[config.mk]
export PLATFORM = sky130hd
export DESIGN_NAME = spike_encoder
export DESIGN_NICKNAME = d
export VERILOG_FILES = /design/src/rtl/spike_encoder.sv
export SDC_FILE = /design/constraint.sdc
export NUM_CORES = 1
export LEC_CHECK = 0
export CORE_ASPECT_RATIO = 0.6
export CORE_MARGIN = 2
export CORE_UTILIZATION = 41
export CTS_CLUSTER_SIZE = 12
export DETAILED_ROUTE_END_ITERATION = 8
export PLACE_DENSITY = 0.62
export SLEW_MARGIN = 20
export SYNTH_ARGS = -nofsm -noshare
export SYNTH_HDL_FRONTEND = slang
export SYNTH_SLANG_ARGS = --single-unit
[constraint.sdc]
create_clock -name clk -period 4.6 [get_ports clk]
set_input_delay 0.92 -clock clk [delete_from_list [all_inputs] [get_ports clk]]
set_output_delay 0.92 -clock clk [all_outputs]
set_load 0.005 [all_outputs]
[src/rtl/spike_encoder.sv]
// Temporal spike transmitter: each lane value becomes a rising edge at that
// gamma-relative time, held for PULSE_WIDTH cycles, with a double-buffered input.
module spike_encoder #(
    parameter  int NUM_OUTPUTS       = 8,
    parameter  int GAMMA_CYCLE_WIDTH = 16,
    parameter  int PULSE_WIDTH       = 8,
    parameter  int VAL_WIDTH         = 4,
    localparam int GW                = $clog2(GAMMA_CYCLE_WIDTH)
) (
    input  logic                             clk,
    input  logic                             rst,
    input  logic [NUM_OUTPUTS*VAL_WIDTH-1:0] in_values,
    input  logic                             in_valid,
    output logic                             in_ready,
    output logic [NUM_OUTPUTS-1:0]           output_spikes,
    output logic                             gamma_start,
    output logic [GW-1:0]                    gamma_count
);

    localparam int                   VEC_W    = NUM_OUTPUTS * VAL_WIDTH;
    localparam logic [GW-1:0]        G_LAST   = GW'(GAMMA_CYCLE_WIDTH - 1);
    localparam logic [VAL_WIDTH-1:0] NULL_VAL = '1;
    localparam logic [VEC_W-1:0]     NULL_VEC = '1;
    localparam logic [31:0]          GCW_U    = GAMMA_CYCLE_WIDTH;
    localparam logic [31:0]          PW_U     = PULSE_WIDTH;

    logic [GW-1:0]    gamma_q, gamma_d;
    logic [VEC_W-1:0] active_q, active_d;
    logic [VEC_W-1:0] pending_q, pending_d;
    logic             pending_valid_q, pending_valid_d;
    logic             boundary;
    logic             transfer;

    assign in_ready    = rst && !pending_valid_q;
    assign gamma_start = rst && (gamma_q == '0);
    assign gamma_count = gamma_q;

    always_comb begin
        boundary        = (gamma_q == G_LAST);
        transfer        = in_valid && in_ready;
        gamma_d         = boundary ? '0 : gamma_q + GW'(1);
        active_d        = active_q;
        pending_d       = pending_q;
        pending_valid_d = pending_valid_q;

        // Boundary reloads the active vector; an empty slot yields a silent gamma.
        if (boundary) begin
            if (pending_valid_q) begin
                active_d        = pending_q;
                pending_valid_d = 1'b0;
            end else if (transfer) begin
                active_d = in_values;
            end else begin
                active_d = NULL_VEC;
            end
        end else if (transfer) begin
            pending_d       = in_values;
            pending_valid_d = 1'b1;
        end
    end

    always_ff @(posedge clk) begin
        if (!rst) begin
            gamma_q         <= G_LAST;
            active_q        <= NULL_VEC;
            pending_q       <= NULL_VEC;
            pending_valid_q <= 1'b0;
        end else begin
            gamma_q         <= gamma_d;
            active_q        <= active_d;
            pending_q       <= pending_d;
            pending_valid_q <= pending_valid_d;
        end
    end

    // Compare in 32 bits so t + PULSE_WIDTH cannot wrap; pulses end naturally at g wrap.
    for (genvar i = 0; i < NUM_OUTPUTS; i++) begin : g_lane
        logic [VAL_WIDTH-1:0] t;
        logic [31:0]          t_ext;
        logic [31:0]          g_ext;
        logic                 lane_null;

        assign t             = active_q[i*VAL_WIDTH +: VAL_WIDTH];
        assign t_ext         = 32'(t);
        assign g_ext         = 32'(gamma_q);
        assign lane_null     = (t == NULL_VAL) || (t_ext >= GCW_U);
        assign output_spikes[i] = !lane_null && (g_ext >= t_ext) && (g_ext < t_ext + PW_U);
    end

endmodule

After elaboration in Yosys (flattened, before gate mapping)
Index checks and enable logic that the tools add are counted.
- add/subtract/negate cells: 9
- magnitude comparators: 24
- eq/ne operators: 9
- mux-type cells: 3
- bitwise operators: 2
- reduce and logical (&&, ||, !) cells: 39
- operator list (cell ; count):
    2-to-1 mux 32 bit ; 2
    adder 4 x 4 -> 5 bit, second input constant ; 8
    greater-or-equal comparator 4 x 5 -> 1 bit, second input constant ; 8
    less-than comparator 4 x 5 -> 1 bit ; 8
    equality test 4 bit, second input constant ; 9
    greater-or-equal comparator 4 bit ; 8
    logical AND 1 bit ; 19
    zero test 1 bit ; 9
    logical OR 1 bit ; 8
    adder 4 x 1 -> 4 bit, second input constant ; 1
    zero test 4 bit ; 1
    2-to-1 mux 4 bit ; 1
    NOT 1 bit ; 2
    AND reduction 2 bit ; 1
    OR reduction 2 bit ; 1
- flip-flop bits (word level): 69
- input port bits: 35
- output and inout bits: 14
- logic and storage cells: 90

Longest topological paths before layout
Gate-level depths: netlist (run 1).
- word-level depth: 5
- gate-level depth with buffers: 7
- depth with buffers taken out: 6

Worst setup path before layout (run 1)
Ideal clock, no wire load.
- kind: register to output
- from: register gamma_q[0], in the netlist gamma_count[0]
- to: output port output_spikes[0]
- arrival time: 1.578 ns
- required time: 3.680 ns
- setup slack: 2.102 ns
- stages on the path, launching flop included: 7
- buffers on the path: 0
- path through: dfxtp_1 inv_1 ha_1 nand2b_1 a2111oi_0 a21oi_1 and3_1
- word-level cells in the longest chain between the ends: 3
- elaborated cells on any way between the ends: 4
- classes of those cells: 2 x order compare; 2 x reduce/logical
- RTL lines (element ; line ; source):
    start: declaration ; 27 ; logic [GW-1:0] gamma_q, gamma_d;
    start signal: assignment ; 69 ; gamma_q <= gamma_d;
    greater-or-equal comparator 4 bit ; 87 ; assign output_spikes[i] = !lane_null && (g_ext >= t_ext) && (g_ext < t_ext + PW_U);
    logical AND 1 bit ; 87 ;
    logical AND 1 bit * ; 87 ;
    end: declaration ; 15 ; output logic [NUM_OUTPUTS-1:0] output_spikes,
Mark *: on every way between the ends. The rest lies on a longest branch, timed or not.

Final worst setup path (run 1)
- from: register gamma_q[0], in the netlist gamma_count[0]
- to: output port output_spikes[5]
The elaborated chain is that of the path after synthesis.

==> flow_metrics.tcl, run 1 <==
set metrics [dict create \
    io_pins 49 \
    cts.sinks 69 \
    grt_max_degree 66 \
    synth.distinct_cells 30 \
    synth_mux_area_share_pct 0 \
    cp-end-kind "primary output" \
    vdd_ir_drop_max_mv 0.214 \
    crit_fanout 9 \
    drive_gt1_share_pct 4.66 \
    grt_pass1_vias 3226 \
    fmax_mhz 277 \
    ys_seq_area_share_pct 35.1 \
    arrival_ns 2.69 \
    yosysTopAreaCell "dfxtp_1" \
    fin_crit_sh_pct 78.5 \
    grt_pass1_wl_um 16400 \
    ys_top_cells_by_count "dfxtp_1, nor2_1, ha_1" \
    synth_edf_count 0 \
    cpLargestDelayFamily "buffers and inverters" \
    fin_crit_ns 3.61 \
    core_um2 9260 \
    num_vias 3401 \
    n_fill_cell 896 \
    max_cap_viol_count 0 \
    drv_slew 0 \
    synth_ff_type "dfxtp_1" \
    clkTransAtPathRegs_ns 0.05 \
    gp_congestion 0.862 \
    hpwlAfterDp_um 6180 \
    viasPerCell 5.45 \
    cts_root_buf "clkbuf_16" \
    multiInputGateArea_um2 2220 \
    synth_top_family_by_area "compound AO/OA/AOI/OAI gates" \
    detail-route-antenna-nets 0 \
    whs_ns 0.495 \
    portBuffers 48 \
    critPathSlowestCell "a2111oi_0" \
    required_ns 3.68 \
    postCtsSetupRepairBufs 0 \
    setup_tns_ns 0 \
    hold_class "reg -> reg" \
    synth.area.top_cells "dfxtp_1, ha_1, o221ai_1, nor2_1, o211ai_1" \
    critical_path_class "reg -> out" \
    skew_ns 0.00492 \
    synth.ff_latch_count 69 \
    cp_num_buf_inv 2 \
    n_antenna_cell 0 \
    die_width_um 130 \
    start_util_pct 42.5 \
    syn-mean-instance-area_um2 8.66 \
    wl_per_cell_um 15.9 \
    finalSetupViolations 0 \
    synth.most_common_cell "dfxtp_1" \
    syn-num-nets 539 \
    p_per_area_nw_per_um2 522 \
    synthSimpleGateAreaFrac_pct 16.4 \
    synth_compound_area_share_pct 23.8 \
    max-clock-path-buffers 2 \
    finalWirelength_um 9920 \
    cts_resized 0 \
    p_leak_nw 2.03 \
    dieHeight_um 79.9 \
    first_iter_violations 171 \
    worst_slew_pin_slew_ns 0.824 \
    hold_buffers 0 \
    synthCells 454 \
    antenna_found_initial 0 \
    ys_warn_count 0 \
    cts_made_buffers 9 \
    cp-start-kind "flop" \
    seq_area_um2 1380 \
    track_usage_pct 20.7 \
    htreeDepth 3 \
    slew_headroom_pct 45.0 \
    finalHoldViolations 0 \
    drc_errors 0 \
    synth_top_area_share_pct 35.1 \
    std_cell_rows 27 \
    clock_latency_ns 0.33 \
    async_flop_share_pct 0 \
    area_delta_synth_final_pct 18.6 \
    cts_tree "built" \
    dr.pass1.iters 4 \
    status "complete, no violations" \
    overflow 0 \
    synth_area_um2 3930 \
    cp_slowest_stage_delay_ns 0.48 \
    path_cells "inv_1, ha_1, nand2b_1, a2111oi_0, a21oi_1, and3_1, clkdlybuf4s50_1" \
    nets 574 \
    synth_xor_area_share_pct 0.223 \
    rsz0062_at_grt "no" \
    synth_fa_ha_area_share_pct 15.9 \
    die-area_um2 10400 \
]
[cell families after synthesis]
logic type | count (synthesis)
flip-flops | 69
XOR/XNOR | 1
buffers and inverters | 62
AND/OR/NAND/NOR | 131
adder cells (fa/ha/maj) | 50
AO/OA/AOI/OAI | 141
[metrics by stage]
step / worst slack, ns / area [µm²] / total power [W] / utilization [%] / instances
after floorplan: 2.10 / 3930 / 0.00151 / - / 454
after global placement: 1.43 / 4390 / 0.00177 / 47.5 / 608
after detailed placement: 1.35 / 4390 / 0.00180 / 47.5 / 608
after CTS: 0.956 / 4670 / 0.00245 / 50.4 / 624
after global routing: 0.752 / 4670 / 0.00264 / 50.4 / 624
final: 0.989 / 4670 / 0.00244 / 50.4 / 624
[path summary, 6_finish.rpt]
check                               startpoint          endpoint  slack (ns)  cells past startpoint
worst max-delay path            gamma_count[0]  output_spikes[5]        0.99                      7
worst max register to register  gamma_count[3]     pending_q[28]        1.78                      6
worst min register to register     active_q[4]       active_q[4]        0.50                      2
worst min-delay path               active_q[4]       active_q[4]        0.50                      2
[worst register-to-register path: stages, from the launching register on]
cell	delay, ns
dfxtp_1	0.81
buf_4	0.34
and3_2	0.62
buf_4	0.46
nor2_8	0.19
nor2_1	0.16
o21ai_1	0.08
[power by group]
group / switching (W) / total (W) / leakage, nW / internal [W]
Clock: 0.000247 / 0.000642 / 0.134 / 0.000394
Sequential: 0.000110 / 0.000817 / 0.568 / 0.000706
Combinational: 0.000506 / 0.000977 / 1.33 / 0.000471
Total: 0.000864 / 0.00244 / 2.03 / 0.00157
[flip-flops by register name, summed over array words and instances, names as in the netlist]
| signal | flops |
|---|---|
| active_q | 32 |
| gamma_count | 4 |
| pending_q | 32 |
| pending_valid_q | 1 |
[area by class of cell]
type	count	area share, %
repair buffers	51	10.7
inverters	35	2.82
flip-flops and latches	69	29.6
clock buffers	15	5.74
well taps	130	3.49
multi-input cells	323	47.6
clock inverters	1	0.107
[layer usage]
layer	share of wire, %	global-route usage, %	vias up	wire length, µm
met2	42	31.5	101	4200
met3	6.6	5.29	10	650
met4	0.94	5.85	0	93
li1	-	-	1702	-
met1	50	28.9	1588	4970
met5	0	0	-	0
[placed cells by master (no fill, tap or decap), types with 9 or more instances in the layout]
cell,netlist,routed
clkbuf_16,0,9
a21oi_1,9,9
clkdlybuf4s50_1,0,47
nand3_1,16,16
nand2b_1,9,9
ha_1,50,50
o211ai_1,24,24
nor2_1,65,65
o21ai_1,30,30
inv_1,35,34
o221ai_1,32,32
o21ai_0,29,29
nand2_1,17,17
dfxtp_1,69,69
Power figures use the tool's default switching activity.
==> run 2, diff against run 1 <==
Settings changed: PLACE_DENSITY 0.62 to 0.64.
Clock period 4.6 ns to 3.05 ns, I/O delays scaled along.
==> flow_metrics.tcl, run 2 (synthesis results as in run 1) <==
set metrics [dict create \
    place_ws_ns 0.262 \
    clkTransAtPathRegs_ns 0.06 \
    area_delta_synth_final_pct 27.1 \
    finalSetupViolations 0 \
    p_sw_w 0.00143 \
    rsz0062_at_grt "no" \
    setup_ws_ns 0.0890 \
    n_antenna_cell 0 \
    required_ns 2.44 \
    htreeDepth 3 \
    p_int_w 0.00291 \
    cp-end-kind "primary output" \
    io_pins 49 \
    cp_num_buf_inv 3 \
    reg2reg_from "gamma_count[1]" \
    cts.sinks 69 \
    max-clock-path-buffers 2 \
    max_cap_viol_count 0 \
    fmax_mhz 338 \
    dr.pass1.iters 4 \
    cpLargestDelayFamily "buffers and inverters" \
    dieHeight_um 79.9 \
    pwr-share-comb_pct 40.7 \
    gp_congestion 0.817 \
    rrSetupSlack_ns 1.02 \
    clockPowerShare_pct 32.1 \
    cp-start-kind "flop" \
    viasPerCell 5.42 \
    drv_slew 0 \
    track_usage_pct 20.9 \
    core_um2 9260 \
    clock_latency_ns 0.34 \
    postCtsSetupRepairBufs 0 \
    n_fill_cell 859 \
    first_iter_violations 230 \
    num_vias 3425 \
    cts_tree "built" \
    std_cell_rows 27 \
    p_per_area_nw_per_um2 868 \
    path_cells "inv_1, buf_4, ha_1, nand2b_4, a2111oi_4, a21oi_1, and3_1, clkdlybuf4s50_1" \
    cp_slowest_stage_delay_ns 0.43 \
    slew_headroom_pct 61.2 \
    setup_tns_ns 0 \
    critPathSlowestCell "clkdlybuf4s50_1" \
    start_util_pct 42.5 \
    hpwlAfterDp_um 6540 \
    drive_gt1_share_pct 9.16 \
    hold_class "reg -> reg" \
    detail-route-antenna-nets 0 \
    critPathLaunch "gamma_count[0]" \
    vdd_ir_drop_max_mv 0.359 \
    wl_per_cell_um 16.5 \
    crit_fanout 6 \
    portBuffers 48 \
    nets 582 \
    die-area_um2 10400 \
    cp-endpoint "output_spikes[5]" \
    die_width_um 130 \
    p_leak_nw 2.23 \
    timing.rr.end "active_q[5]" \
    fin_crit_ns 2.96 \
    worst_slew_pin_slew_ns 0.581 \
    antenna_found_initial 0 \
    grt_max_degree 58 \
    layout_common_cells "dfxtp_1, nor2_1, ha_1" \
    cts_root_buf "clkbuf_16" \
    drc_errors 0 \
    critical_path_class "reg -> out" \
    finalWirelength_um 10400 \
    skew_ns 0.00847 \
    netSwitchingFraction_pct 32.9 \
    overflow 0 \
    finalHoldViolations 0 \
    status "complete, no violations" \
    grt_pass1_vias 3322 \
    power_frac_seq_pct 27.2 \
    cp.depth 8 \
    cts_made_buffers 9 \
    fin_crit_sh_pct 97.1 \
    r2r_cells 6 \
    grt_pass1_wl_um 16800 \
    final_common_cell "dfxtp_1" \
    arrival_ns 2.35 \
]
-- run 2: changes by cell type in the layout (fill, tap and decap cells not counted), moves of 3 or more --
cell	before	now
a2111oi_0	8	0
a2111oi_2	0	4
a2111oi_4	0	4
buf_4	3	10
bufinv_16	0	5
clkbuf_1	4	0
clkdlybuf4s50_1	47	43
dlymetal6s2s_1	0	4
nand2b_1	9	6
nand2b_4	0	3
-- run 2: layout make-up --
cell class | instances | area [µm²] | share of cell area (%)
clock buffers | 10 | 239 | 4.78
clock inverters | 6 | 158 | 3.15
inverters | 35 | 131 | 2.63
multi-input cells | 323 | 2340 | 46.9
flip-flops and latches | 69 | 1390 | 27.7
well taps | 130 | 163 | 3.25
repair buffers | 59 | 581 | 11.6
-- run 2: through the flow --
| stage | hold slack, ns | instances | total power [W] | instance area [µm²] | util [%] |
|---|---|---|---|---|---|
| after floorplan | 0.467 | 454 | 0.00227 | 3930 | - |
| after global placement | 0.484 | 616 | 0.00272 | 4470 | 48.2 |
| after detailed placement | 0.495 | 616 | 0.00276 | 4470 | 48.2 |
| after CTS | 0.488 | 632 | 0.00422 | 4880 | 52.7 |
| after global routing | 0.506 | 632 | 0.00464 | 5000 | 54.0 |
| final | 0.490 | 632 | 0.00434 | 5000 | 54.0 |
-- run 2: per-layer routing --
metal	wire length [µm]	track usage, %
met5	0	0
met4	67	4.26
met3	594	6.57
met2	4420	30.9
met1	5360	29.9
-- run 2: worst min-delay path by stage --
stage                              start             end  slack [ns]  cells after the start
after CTS                 gamma_count[0]  gamma_count[0]        0.49                      1
final                     gamma_count[0]  gamma_count[0]        0.49                      1
after detailed placement    pending_q[9]    pending_q[9]        0.49                      2
after floorplan              active_q[4]     active_q[4]        0.47                      2
after global routing      gamma_count[0]  gamma_count[0]        0.51                      1
after global placement     pending_q[11]   pending_q[11]        0.48                      2
-- run 2: power by group through the flow --
stage                     registers (W)  logic, W  clock network (W)
after detailed placement        0.00119   0.00156                  0
after global routing            0.00120   0.00198            0.00146
after floorplan                 0.00121   0.00106                  0
after global placement          0.00119   0.00153                  0
final                           0.00118   0.00177            0.00139
after CTS                       0.00118   0.00162            0.00142
-- run 2: what timing repair did --
action / 4_1_cts / 5_1_grt
gates resized for setup: 8 / 22
endpoints found under the setup margin: 8 / 8
pin swaps: 1 / 7
hold buffers: 0 / 0
hold endpoints to repair: 0 / 0
-- run 2: worst register-to-register path, stage by stage (launching register included) --
cell and delay (ns):
dfxtp_1 0.33, buf_4 0.20, ha_1 0.27, and3_2 0.59, buf_12 0.28, o221ai_1 0.18, o211ai_1 0.12
==> run 3, diff against run 2 <==
Settings changed: ABC_CLOCK_PERIOD_IN_PS set to 3050, CORE_ASPECT_RATIO 0.6 to unset.
==> flow_metrics.tcl, run 3 (synthesis results as in run 1) <==
set metrics [dict create \
    portBuffers 48 \
    hpwlAfterDp_um 6370 \
    vdd_ir_drop_max_mv 0.493 \
    track_usage_pct 20.2 \
    dieHeight_um 102 \
    postCtsSetupRepairBufs 0 \
    grt_pass1_wl_um 16400 \
    cts_tree "built" \
    crit_fanout 6 \
    detail-route-antenna-nets 0 \
    first_iter_violations 238 \
    htreeDepth 3 \
    wl_per_cell_um 15.8 \
    fin_crit_ns 3.02 \
    cts.sinks 69 \
    core_um2 9280 \
    layout_common_cells "dfxtp_1, nor2_1, ha_1" \
    p_per_area_nw_per_um2 782 \
    dr.pass1.iters 4 \
    status "complete, no violations" \
    n_antenna_cell 0 \
    topRoutingLayerUsed "met4" \
    slew_headroom_pct 44.1 \
    worst_slew_pin_slew_ns 0.838 \
    hold_class "reg -> reg" \
    wl_met3_um 537 \
    cp-end-kind "primary output" \
    drv_slew 0 \
    critical_path_class "reg -> out" \
    skew_ns 0.0130 \
    stdcell_count 633 \
    start_util_pct 42.4 \
    antenna_found_initial 0 \
    finalHoldViolations 0 \
    grt_pass1_vias 3394 \
    nets 584 \
    fmax_mhz 332 \
    max_cap_viol_count 0 \
    clock_latency_ns 0.36 \
    placed_cell_area_um2 4480 \
    dp_cells 617 \
    arrival_ns 2.41 \
    cp-start-kind "flop" \
    cts_root_buf "clkbuf_8" \
    fin_crit_sh_pct 98.9 \
    route.layer.met1.wl_um 4610 \
    max-clock-path-buffers 2 \
    postLayoutCellArea_um2 4830 \
    drc_errors 0 \
    grt_max_degree 46 \
    cts_made_buffers 9 \
    p_leak_nw 2.16 \
    route.met2.wl_um 4730 \
    std_cell_rows 35 \
    die_width_um 102 \
    overflow 0 \
    required_ns 2.44 \
    finalSetupViolations 0 \
    io_pins 49 \
    num_vias 3450 \
    clkTransAtPathRegs_ns 0.07 \
    die-area_um2 10400 \
    area_delta_synth_final_pct 22.9 \
    drive_gt1_share_pct 9.33 \
    finalWirelength_um 10000 \
    gp_congestion 0.805 \
    viasPerCell 5.45 \
    final_common_cell "dfxtp_1" \
]
-- run 3: changes by cell type in the layout (fill, tap and decap cells not counted), moves of 2 or more --
| cell | before | now |
|---|---|---|
| clkinv_4 | 0 | 2 |
| clkbuf_16 | 9 | 0 |
| clkbuf_1 | 0 | 2 |
| buf_4 | 10 | 12 |
| bufinv_16 | 5 | 2 |
| clkbuf_8 | 1 | 9 |
-- run 3: per-stage QoR --
step	util, %	hold slack (ns)	power [W]	setup slack (ns)	setup TNS (ns)
3_5_place_dp	48.2	0.494	0.00276	0.200	0
6_report	52.0	0.496	0.00378	0.0343	0
2_1_floorplan	-	0.467	0.00227	0.862	0
3_3_place_gp	48.2	0.485	0.00271	0.288	0
5_1_grt	52.0	0.518	0.00408	-0.0440	-0.0440
4_1_cts	51.2	0.495	0.00371	0.000528	0
-- run 3: path summary, 6_finish.rpt --
path | startpoint | end | depth (start not counted) | slack (ns)
worst max-delay path | gamma_count[0] | output_spikes[7] | 8 | 0.03
worst min-delay path | gamma_count[0] | gamma_count[0] | 1 | 0.50
worst max register to register | gamma_count[1] | pending_q[20] | 7 | 0.93
worst min register to register | gamma_count[0] | gamma_count[0] | 1 | 0.50
-- run 3: power by group --
part | switching (W) | internal, W | total [W] | leakage (nW)
registers | 0.000116 | 0.00106 | 0.00118 | 0.568
clock network | 0.000373 | 0.000464 | 0.000837 | 0.104
logic | 0.000899 | 0.000860 | 0.00176 | 1.49
total | 0.00139 | 0.00239 | 0.00378 | 2.16
-- run 3: final cells by class --
type / instances / area [µm²]
clock buffers: 11 / 131
clock inverters: 5 / 85.1
fillers: 903 / 4450
inverters: 35 / 131
multi-input cells: 323 / 2340
flip-flops and latches: 69 / 1390
well taps: 129 / 161
repair buffers: 61 / 594
-- run 3: timing repair --
action,in CTS,in global routing
gates resized for setup,19,12
setup endpoints to repair,8,7
hold buffers,0,0
pin swaps,3,4
endpoints found under the hold margin,0,0
-- run 3: per-layer routing --
| layer | vias up | global-route usage (%) |
|---|---|---|
| met4 | 0 | 6.05 |
| li1 | 1719 | - |
| met1 | 1625 | 26.4 |
| met5 | - | 0 |
| met2 | 89 | 32.7 |
| met3 | 17 | 5.40 |
-- run 3: critical path, stage by stage, from the launching register on --
cell and delay (ns):
dfxtp_4 0.37, inv_1 0.06, buf_4 0.14, ha_1 0.27, nand2b_1 0.18, a2111oi_2 0.37
a21oi_1 0.06, and3_1 0.18, clkdlybuf4s50_1 0.44
